$ cat config.mk
export PLATFORM = sky130hd
export DESIGN_NAME = blink_scheduler
export DESIGN_NICKNAME = d
export VERILOG_FILES = /design/src/rtl/blink_scheduler.sv
export SDC_FILE = /design/constraint.sdc
export NUM_CORES = 1
export LEC_CHECK = 0
export CAP_MARGIN = 0
export CORE_MARGIN = 1
export CORE_UTILIZATION = 30
export DETAILED_ROUTE_END_ITERATION = 8
export GPL_TIMING_DRIVEN = 0
export PLACE_DENSITY = 0.44
export SLEW_MARGIN = 20
export SYNTH_ARGS = -nofsm -noshare
export SYNTH_HDL_FRONTEND = slang
export SYNTH_SLANG_ARGS = --single-unit
export TNS_END_PERCENT = 100
$ cat constraint.sdc
create_clock -name system1000 -period 9.1 [get_ports system1000]
set_input_delay 2.73 -clock system1000 [delete_from_list [all_inputs] [get_ports system1000]]
set_output_delay 2.73 -clock system1000 [all_outputs]
set_load 0.02 [all_outputs]
$ cat src/rtl/blink_scheduler.sv
// Tick generator and toggle-enable sequencer for a bank of N_CH blinker cells.
// Each tick emits one-cycle enables in all-on, round-robin or binary-count order.
module blink_scheduler #(
  parameter int N_CH       = 4,
  parameter int CNT_W      = 24,
  parameter int DEF_PERIOD = 1000
) (
  input  logic             system1000,
  input  logic             system1000_rst,
  input  logic             run,
  input  logic             cfg_valid,
  output logic             cfg_ready,
  input  logic [CNT_W-1:0] cfg_period,
  input  logic [1:0]       cfg_mode,
  output logic             tick_o,
  output logic [N_CH-1:0]  en_o,
  output logic             busy_o
);

  localparam int PTR_W = (N_CH > 1) ? $clog2(N_CH) : 1;

  typedef enum logic {
    IDLE = 1'b0,
    RUN  = 1'b1
  } state_t;

  state_t state_reg, state_next;

  logic [CNT_W-1:0] period_reg;
  logic [CNT_W-1:0] cnt_reg;
  logic [1:0]       mode_reg;
  logic [PTR_W-1:0] ptr_reg;
  logic [N_CH-1:0]  tcnt_reg;
  logic             tick_reg;
  logic [N_CH-1:0]  en_reg;

  logic             cfg_take;
  logic [CNT_W-1:0] cfg_period_eff;
  logic [N_CH-1:0]  rr_pattern;
  logic [N_CH-1:0]  bin_pattern;
  logic [N_CH-1:0]  pattern;

  // State register
  always_ff @(posedge system1000) begin
    if (system1000_rst) begin
      state_reg <= IDLE;
    end else begin
      state_reg <= state_next;
    end
  end

  // Next-state logic
  always_comb begin
    state_next = state_reg;
    case (state_reg)
      IDLE:    if (run)  state_next = RUN;
      RUN:     if (!run) state_next = IDLE;
      default: state_next = IDLE;
    endcase
  end

  // Outputs decoded straight from the state register
  always_comb begin
    busy_o    = (state_reg == RUN);
    cfg_ready = (state_reg == IDLE);
  end

  assign cfg_take       = cfg_valid && cfg_ready;
  assign cfg_period_eff = (cfg_period == '0) ? CNT_W'(1) : cfg_period;

  always_comb begin
    rr_pattern          = '0;
    rr_pattern[ptr_reg] = 1'b1;
  end

  // Bit i toggles when all lower bits of the tick count are ones (binary carry)
  assign bin_pattern[0] = 1'b1;
  generate
    for (genvar gi = 1; gi < N_CH; gi++) begin : g_bin
      assign bin_pattern[gi] = &tcnt_reg[gi-1:0];
    end
  endgenerate

  always_comb begin
    pattern = '0;
    case (mode_reg)
      2'b01:   pattern = '1;
      2'b10:   pattern = rr_pattern;
      2'b11:   pattern = bin_pattern;
      default: pattern = '0;
    endcase
  end

  always_ff @(posedge system1000) begin
    if (system1000_rst) begin
      period_reg <= CNT_W'(DEF_PERIOD);
      mode_reg   <= 2'b01;
      cnt_reg    <= CNT_W'(DEF_PERIOD - 1);
      ptr_reg    <= '0;
      tcnt_reg   <= '0;
      tick_reg   <= 1'b0;
      en_reg     <= '0;
    end else if (state_reg == IDLE || !run) begin
      // Idle, or leaving RUN: a tick due on the stop edge is dropped
      tick_reg <= 1'b0;
      en_reg   <= '0;
      ptr_reg  <= '0;
      tcnt_reg <= '0;
      if (cfg_take) begin
        period_reg <= cfg_period_eff;
        mode_reg   <= cfg_mode;
        cnt_reg    <= cfg_period_eff - CNT_W'(1);
      end else begin
        cnt_reg <= period_reg - CNT_W'(1);
      end
    end else if (cnt_reg == '0) begin
      cnt_reg  <= period_reg - CNT_W'(1);
      tick_reg <= 1'b1;
      en_reg   <= pattern;
      ptr_reg  <= (ptr_reg == PTR_W'(N_CH - 1)) ? '0 : ptr_reg + PTR_W'(1);
      tcnt_reg <= tcnt_reg + N_CH'(1);
    end else begin
      cnt_reg  <= cnt_reg - CNT_W'(1);
      tick_reg <= 1'b0;
      en_reg   <= '0;
    end
  end

  assign tick_o = tick_reg;
  assign en_o   = en_reg;

endmodule

==> summary.txt <==
Run status
  • Outcome: finished clean

Clock network
  • Cts hold-fix bufs: 0
  • Setup Fix Bufs, Post-CTS: 0
  • Total clock sinks: 61
  • CTS Root Buffer Type: clkbuf_16
  • CTS buffer count: 9
  • Deepest clock path buffer count: 2
  • CTS tree: built
  • CTS resizes: 0
  • Worst skew pair latency: 0.34 ns
  • CTS H-tree depth: 3
  • CTS clk-pin slew, worst paths: 0.05 ns

Floorplanning
  • DIE AREA: 14,300 um2
  • Die H: 120 um
  • Area of the core: 13,400 um2
  • Initial Util: 31.0%
  • Std-Cell Rows: 42
  • IO Count: 37
  • Die Span X: 120 um

Placement
  • Port Buffers: 36
  • Gpl congestion: 0.823
  • Area after DPL: 4740 um2
  • Post-DP HPWL: 10,600 um
  • Placed insts: 731

Finish
  • Area grow syn2layout: 21.2%
  • Commonest cells after routing, fill and taps aside: nand2_1, dfxtp_1, nor2_1, clkdlybuf4s50_1, a21oi_1
  • Design Area, Final: 5040 um2
  • Layout cells sized above 1: 9.11%
  • Fin nets: 606
  • Fin util: 37.6%
  • Post-Layout Cell Count: 747
  • Inserted Diodes: 0
  • Commonest non-fill, non-tap cell in the layout: nand2_1

GRT
  • Antenna violations before repair: 0
  • Global route overflow: 0
  • Number of global-route vias before repair: 3,856
  • Largest net degree at the start of global routing: 12
  • First-pass GRT wire length: 21,400 um
  • GRT Util Overall: 20.1%

Logic synthesis
  • Yosys reg bits: 61
  • Synth warn: 0
  • Async SR Flop Fraction: 0%
  • EDFF count, synth: 0
  • Distinct cell type count after synthesis: 65
  • Largest cells by area after synthesis: dfxtp_1, nand2_1, xnor2_1
  • Sequential-to-total area share from yosys stat: 29.4%
  • Cells after Synth: 519
  • Net Count, Synth: 559
  • Most used DFF post-synth: dfxtp_1
  • Avg Inst Size Synth: 8.01 um2
  • Synth top area share: 29.4%
  • Synthesized area: 4160 um2
  • Synth area leader: dfxtp_1

Drt
  • Vias post-DR: 4,002
  • Starting DRT DRC Count: 266
  • Drt wl/cell: 18.3 um
  • Final wirelength: 13,700 um
  • Routed Antenna Nets: 0
  • Pre-antenna DRT Iters: 5
  • DR DRC count: 0
  • Vias/cell: 5.36

Timing
  • Final period utilization: 68.6%
  • FMAX: 160 MHz
  • Final TNS setup: 0 ns
  • Clk_skew: 0.00501 ns
  • Setup violators final: 0
  • Slew Limit Fails: 0
  • RSZ-0062 raised after global routing: false
  • Minimum clock period: 6.24 ns
  • Hold Fails Final Rpt: 0
  • Worst slew pin tran: 0.922 ns
  • Worst slew margin: 37.7%

Power
  • Peak VDD IR: 0.000103 V
  • Leakage power: 1.78 nW
  • Power Total: 0.780 mW
  • Cell Pwr Density: 155 nW/um2

Setup path
  • Critical Path RT: 9.33 ns
  • Critical Path AT: 6.47 ns
  • Crit. End Element: register
  • CP Max Fanout: 9
  • Critical Path Source Type: primary input
  • Crit Path Class: primary input to register

Flow run
  • MaxCap Viol Count: 0

Min path
  • Hold crit path type: register to register
final cells by class:
type                       count  area (um2)
buffer                        30         170
clock buffer                  11         243
clock inverter                 5        58.8
fill                        1425        8360
inverter                      15        56.3
multi-input combinational    413        2710
sequential                    61        1220
tap                          176         220
timing repair buffer          36         360
worst paths after layout:
check	startpoint	endpoint	slack, ns	depth (start not counted)
setup / recovery	cfg_period[15]	cnt_reg[18]	2.86	12
hold / removal	period_reg[20]	period_reg[20]	0.49	2
setup reg to reg	cnt_reg[14]	cnt_reg[21]	6.01	5
hold reg to reg	period_reg[20]	period_reg[20]	0.49	2
synth_stat cells, types with 2 or more instances:
library cell  instances
a21oi_1              32
nor4b_1               4
buf_6                 6
nor2_1               39
nor4_2                2
buf_2                 2
buf_1                 2
nand2b_1              3
o21ai_0              13
o31ai_1              10
or4b_2                3
a31oi_1               2
o211ai_1             11
and2_1                4
a31o_2                2
nand2_1              63
xor2_1               18
mux2i_1              15
nor2b_1               2
or2_2                 8
or4_4                 4
a211oi_1              3
nor4_1               25
or3_1                12
o22ai_1               3
inv_1                15
o31a_1                5
ha_1                 10
nor3_1               21
nand3b_1              2
a21o_1                4
nand3_1              14
o31a_2                2
o21a_1                5
or4_1                14
a211o_1               4
nand4b_1              2
o41ai_1               4
a221o_1               2
clkbuf_1             19
xnor2_1              20
nand4_1               5
dfxtp_1              61
cells by family after synthesis:
group | synth area share [%]
AO/OA/AOI/OAI | 20.0
multiplexers | 3.61
XOR/XNOR | 8.00
adder cells (fa/ha/maj) | 3.01
buffers and inverters | 5.45
flip-flops | 29.4
AND/OR/NAND/NOR | 30.6
layer usage:
metal	up-vias	global-route usage (%)	wire (um)
met5	-	0	0
met4	0	6.25	227
met3	17	4.47	654
met2	96	32.1	6130
met1	1864	26.7	6670
li1	2025	-	-
power by group:
group / switching, mW / leakage, nW / internal (mW)
sequential: 0.0196 / 0.502 / 0.283
combinational: 0.0754 / 1.14 / 0.0557
clock: 0.127 / 0.142 / 0.220
through the flow:
step | worst slack, ns | hold WS [ns]
floorplan | 3.73 | 0.449
global placement | 2.53 | 0.471
detailed placement | 2.50 | 0.479
CTS | 2.87 | 0.486
global route | 2.71 | 0.527
finish | 2.86 | 0.488
worst max-delay path: stages:
cell,delay [ns]
clkdlybuf4s50_1,0.55
or4_1,0.56
clkbuf_1,0.20
nor4_1,0.66
a21oi_1,0.15
ha_1,0.27
or4b_1,0.17
clkbuf_1,0.33
or4_4,0.24
nor4_1,0.06
xor2_1,0.18
a221o_1,0.36
No activity file was read; power rests on OpenSTA's default activity.
